`config.mk`:
```
export PLATFORM = sky130hd
export DESIGN_NAME = registro_prog
export DESIGN_NICKNAME = d
export VERILOG_FILES = /design/src/rtl/registro_prog.sv
export SDC_FILE = /design/constraint.sdc
export NUM_CORES = 1
export LEC_CHECK = 0
export ABC_AREA = 0
export CORE_MARGIN = 2
export CORE_UTILIZATION = 25
export CTS_CLUSTER_SIZE = 14
export DETAILED_ROUTE_END_ITERATION = 7
export SYNTH_ARGS = -nofsm -noshare
export SYNTH_HDL_FRONTEND = slang
export SYNTH_SLANG_ARGS = --single-unit
export TNS_END_PERCENT = 10
```
`constraint.sdc`:
```
create_clock -name CLK -period 1.86 [get_ports CLK]
set_input_delay 0.558 -clock CLK [delete_from_list [all_inputs] [get_ports CLK]]
set_output_delay 0.558 -clock CLK [all_outputs]
set_load 0.01 [all_outputs]
```
`src/rtl/registro_prog.sv`:
```
// registro_prog: programmable shift/rotate/load register with a
// multi-step RUN mode (START + AMT) and an optional toggle counter.
//
// Ports:
//   CLK, RST      clock, synchronous active-high reset
//   ENB           enable; low freezes all state and clears DONE
//   MODO[1:0]     00 HOLD, 01 PUSH, 10 CYCLE, 11 LOAD
//   DIR           0 = toward MSB (left), 1 = toward LSB (right)
//   S_IN          serial input for PUSH
//   D[WIDTH-1:0]  parallel load data
//   AMT[CNTW-1:0] step count for START
//   START         request multi-step PUSH/CYCLE
//   Q, S_OUT      register contents, last bit pushed out
//   BUSY, DONE    RUN indicator, one-cycle completion pulse
//   TOGGLES       saturating count of Q bit toggles
//
// Build option: define PWR_CNT_EN to build the toggle counter;
// otherwise TOGGLES is tied to zero.
module registro_prog #(
    parameter int WIDTH = 8,
    parameter int CNTW  = 4,
    parameter int TOGW  = 16
) (
    input  logic             CLK,
    input  logic             RST,
    input  logic             ENB,
    input  logic [1:0]       MODO,
    input  logic             DIR,
    input  logic             S_IN,
    input  logic [WIDTH-1:0] D,
    input  logic [CNTW-1:0]  AMT,
    input  logic             START,
    output logic [WIDTH-1:0] Q,
    output logic             S_OUT,
    output logic             BUSY,
    output logic             DONE,
    output logic [TOGW-1:0]  TOGGLES
);

    localparam logic [1:0] M_HOLD  = 2'b00;
    localparam logic [1:0] M_PUSH  = 2'b01;
    localparam logic [1:0] M_CYCLE = 2'b10;
    localparam logic [1:0] M_LOAD  = 2'b11;

    localparam logic [CNTW-1:0] CNT_ONE = {{(CNTW-1){1'b0}}, 1'b1};

    typedef enum logic {
        IDLE = 1'b0,
        RUN  = 1'b1
    } state_t;

    state_t           state;
    state_t           state_next;
    logic [CNTW-1:0]  cnt;
    logic [CNTW-1:0]  cnt_next;
    logic [1:0]       op_r;
    logic [1:0]       op_next;
    logic             dir_r;
    logic             dir_next;
    logic [WIDTH-1:0] q_next;
    logic             s_out_next;
    logic             done_next;

    // Operation actually executed this edge: the latched one in RUN.
    logic [1:0]       step_op;
    logic             step_dir;
    logic [WIDTH-1:0] step_q;
    logic             step_s;

    assign step_op  = (state == RUN) ? op_r  : MODO;
    assign step_dir = (state == RUN) ? dir_r : DIR;

    always_comb begin
        step_q = Q;
        step_s = 1'b0;
        unique case (step_op)
            M_HOLD: begin
                step_q = Q;
            end
            M_PUSH: begin
                if (step_dir) begin
                    step_q = {S_IN, Q[WIDTH-1:1]};
                    step_s = Q[0];
                end else begin
                    step_q = {Q[WIDTH-2:0], S_IN};
                    step_s = Q[WIDTH-1];
                end
            end
            M_CYCLE: begin
                if (step_dir) begin
                    step_q = {Q[0], Q[WIDTH-1:1]};
                end else begin
                    step_q = {Q[WIDTH-2:0], Q[WIDTH-1]};
                end
            end
            M_LOAD: begin
                step_q = D;
            end
            default: begin
                step_q = Q;
            end
        endcase
    end

    always_comb begin
        state_next = state;
        cnt_next   = cnt;
        op_next    = op_r;
        dir_next   = dir_r;
        q_next     = Q;
        s_out_next = S_OUT;
        done_next  = 1'b0;
        if (ENB) begin
            unique case (state)
                IDLE: begin
                    if (START && (MODO == M_PUSH || MODO == M_CYCLE)) begin
                        // Q is left untouched on the request edge.
                        s_out_next = 1'b0;
                        if (AMT != '0) begin
                            state_next = RUN;
                            cnt_next   = AMT;
                            op_next    = MODO;
                            dir_next   = DIR;
                        end else begin
                            done_next = 1'b1;
                        end
                    end else begin
                        q_next     = step_q;
                        s_out_next = step_s;
                    end
                end
                RUN: begin
                    q_next     = step_q;
                    s_out_next = step_s;
                    cnt_next   = cnt - CNT_ONE;
                    if (cnt == CNT_ONE) begin
                        state_next = IDLE;
                        done_next  = 1'b1;
                    end
                end
                default: begin
                    state_next = IDLE;
                end
            endcase
        end
    end

    always_ff @(posedge CLK) begin
        if (RST) begin
            state <= IDLE;
            cnt   <= '0;
            op_r  <= M_HOLD;
            dir_r <= 1'b0;
            Q     <= '0;
            S_OUT <= 1'b0;
            BUSY  <= 1'b0;
            DONE  <= 1'b0;
        end else begin
            state <= state_next;
            cnt   <= cnt_next;
            op_r  <= op_next;
            dir_r <= dir_next;
            Q     <= q_next;
            S_OUT <= s_out_next;
            BUSY  <= (state_next == RUN);
            DONE  <= done_next;
        end
    end

`ifdef PWR_CNT_EN
    logic [WIDTH-1:0] diff;
    logic [TOGW:0]    pop;
    logic [TOGW:0]    tog_sum;

    assign diff = q_next ^ Q;

    always_comb begin
        pop = '0;
        for (int i = 0; i < WIDTH; i++) begin
            pop = pop + {{TOGW{1'b0}}, diff[i]};
        end
    end

    // One extra bit catches the carry so the count can saturate.
    assign tog_sum = {1'b0, TOGGLES} + pop;

    always_ff @(posedge CLK) begin
        if (RST) begin
            TOGGLES <= '0;
        end else if (tog_sum[TOGW]) begin
            TOGGLES <= '1;
        end else begin
            TOGGLES <= tog_sum[TOGW-1:0];
        end
    end
`else
    assign TOGGLES = '0;
`endif

endmodule
```
==> out/qor.csv <==
metric,value,unit
setup_tns,0,ns
hold_buf cts,0,
ys async rst share,0,
Iteration-0 DRC Markers,47,
register area,361.6,sq um
Max-cap violations,0,
R2R setup slack,0.17,ns
CTS root buf,clkbuf_8,
worst path cell trace,clkdlybuf4s50_1,
share of the yosys chip area belonging to registers,0.2883,
Yosys cell types,48,
Worst setup EP type,output port,
first-pass GRT wire length,4678,um
final cycle utilization of the critical path,0.9698,
share of post-route cells with drive strength above 1,0.2873,
post-route cell area,1790,sq um
Vias/cell,4.480,
footprint of the multi-input gates,808.3,sq um
post-route ant nets,0,
DP Wirelength,2228,um
clk slew on worst S/H paths,0.07,ns
Die Ht,74.71,um
Tmin final,1.804,ns
grt ovf,0,
Synth Register Bits,18,
gate count after technology mapping,133,
DP Area,1688,sq um
Tot GR Track Use,0.1074,
largest net degree at the start of global routing,13,
DR DRC count,0,
pwr/cell area,584.6,nW/um^2
Crit Path Class,flop to output port,
ANT cells,0,
outcome,completed,
RSZ-0062 raised after global routing,false,
Startpoint Class,flop,
area delta synth->final,43.24,%
row cnt,25,
Placer Congestion,0.7360,
H-Tree Level Count,1,
Total Wirelength,3051,um
vias in the first global route,1053,
delay of the slowest cell on the worst path,0.57,ns
Max Slew Vio Count,0,
total number of vias,1111,
horizontal die dimension,74.71,um
TritonRoute pass-1 iters,4,
clk_lat worst skew,0.26,ns
port bufs,30,
boundary pin count,47,
"Hold Vio Cnt, Final",0,
core area,4786,sq um
Max Fclk,554.4,MHz
Avg WL per Cell,12.30,um
Worst Path Arrival,1.25,ns
final hold slack,0.4753,ns
maximum vdd drop,0.0003574,V
CTS buffer count,3,
Yosys Warn Count,0,
crit-path leading delay family,buffers and inverters,
crit path max fanout,5,
die area,5582,sq um
P_leak,0.7607,nW
CTS Buffer Depth,2,
Final #Nets,204,
Mean Syn Cell Area,9.398,sq um
clock sinks,18,
# setup viols final,0,
antenna violations before repair,0,
top_reg_cell synth,dfxtp_1,
Hold Path Class,flop to flop,
fillers,492,
CP required,1.30,ns
CTS tree,yes,
"EDFF count, synth",0,
Worst path slowest cell,clkdlybuf4s50_1,
Synth Cell Area,1250,sq um
Initial Utilization,0.2612,
Setup Skew,0.003767,ns
WP buf/inv,1,
## layout make-up
class                           instances  area share
Multi-Input combinational cell        103      0.4514
Timing Repair Buffer                   51      0.2586
Sequential cell                        18      0.2020
Tap cell                               67     0.04682
Clock buffer                            4     0.03075
Inverter                                5     0.01048
## registers in the layout, summed over array words and instances (netlist names)
signal	count
Q	8
cnt	4
state	1
op_r	2
DONE	1
S_OUT	1
dir_r	1
## cells in the final DEF, fill, tap and decap left out, drive strengths merged, types with 5 or more instances in the layout
cell type	n
clkdlybuf4s50	22
buf	21
a31oi	5
conb	16
mux2	14
a21oi	6
o21ai	6
nor2	5
dfxtp	18
a22o	6
inv	5
## worst min-delay path: cells and delay by family (launching register included)
| kind | cells | cell delay [ns] |
|---|---|---|
| AOI/OAI and AO/OA | 2 | 0.13 |
| DFF | 1 | 0.31 |
## cell usage after synthesis, types with 2 or more instances
cell type	instances	share of area
mux2i_1	3	0.024
a31oi_2	2	0.020
nand3_1	4	0.016
mux2_2	9	0.081
a21oi_1	6	0.024
inv_1	4	0.012
dfxtp_1	18	0.29
buf_2	2	0.0080
a32o_1	2	0.016
nand2_1	2	0.0060
a31oi_1	2	0.010
nor2b_1	2	0.010
o21ai_0	6	0.024
and3_1	2	0.010
clkbuf_1	3	0.0090
nor2_1	5	0.015
nand2b_1	2	0.010
ha_1	2	0.020
buf_4	16	0.096
a221oi_1	2	0.014
nor3_1	2	0.0080
a211oi_1	2	0.012
a22o_1	6	0.042
mux2_4	5	0.060
## logic make-up after synthesis
family          after synthesis  share of synthesized area
compound gates               36                     0.2262
simple gates                 30                     0.1462
buf+inv                      27                     0.1371
flops                        18                     0.2883
mux                          17                     0.1652
fa+ha+maj                     2                    0.02002
xor+xnor                      2                    0.01402
other cells                   1                   0.003000
## what timing repair did
| item | 4_1_cts | 5_1_grt |
|---|---|---|
| buffers inserted | 1 | 0 |
| gates resized for setup | 9 | 10 |
| endpoints found under the hold margin | 0 | 0 |
| pin swaps | 2 | 8 |
| endpoints found under the setup margin | 15 | 13 |
## per-stage QoR
step	utilization	cells	power [mW]	setup WS, ns
after floorplan	-	148	0.6107	0.03346
after global placement	0.3527	243	0.7120	-0.3724
after detailed placement	0.3527	243	0.7134	-0.3987
after CTS	0.3686	248	1.051	-0.05222
after global routing	0.3741	248	1.101	0.02249
final	0.3741	248	1.047	0.05618
## worst paths after layout
kind	endpoint	startpoint	cells past startpoint
setup / recovery	Q[7]	Q[7]	1
hold / removal	dir_r	dir_r	2
setup reg to reg	Q[7]	state	6
hold reg to reg	dir_r	dir_r	2
## routing by layer
layer / vias up / global-route usage / share of wire
li1: 561 / - / -
met1: 509 / 0.1427 / 0.48
met2: 36 / 0.1731 / 0.44
met3: 5 / 0.03213 / 0.072
met4: 0 / 0.02381 / 0.0072
met5: - / 0 / 0
## report_power, final
part | total (mW) | switching (mW) | internal [mW]
Clock | 0.331 | 0.142 | 0.188
Sequential | 0.425 | 0.0204 | 0.405
Combinational | 0.291 | 0.132 | 0.159
(Power assumes the default switching activity.)
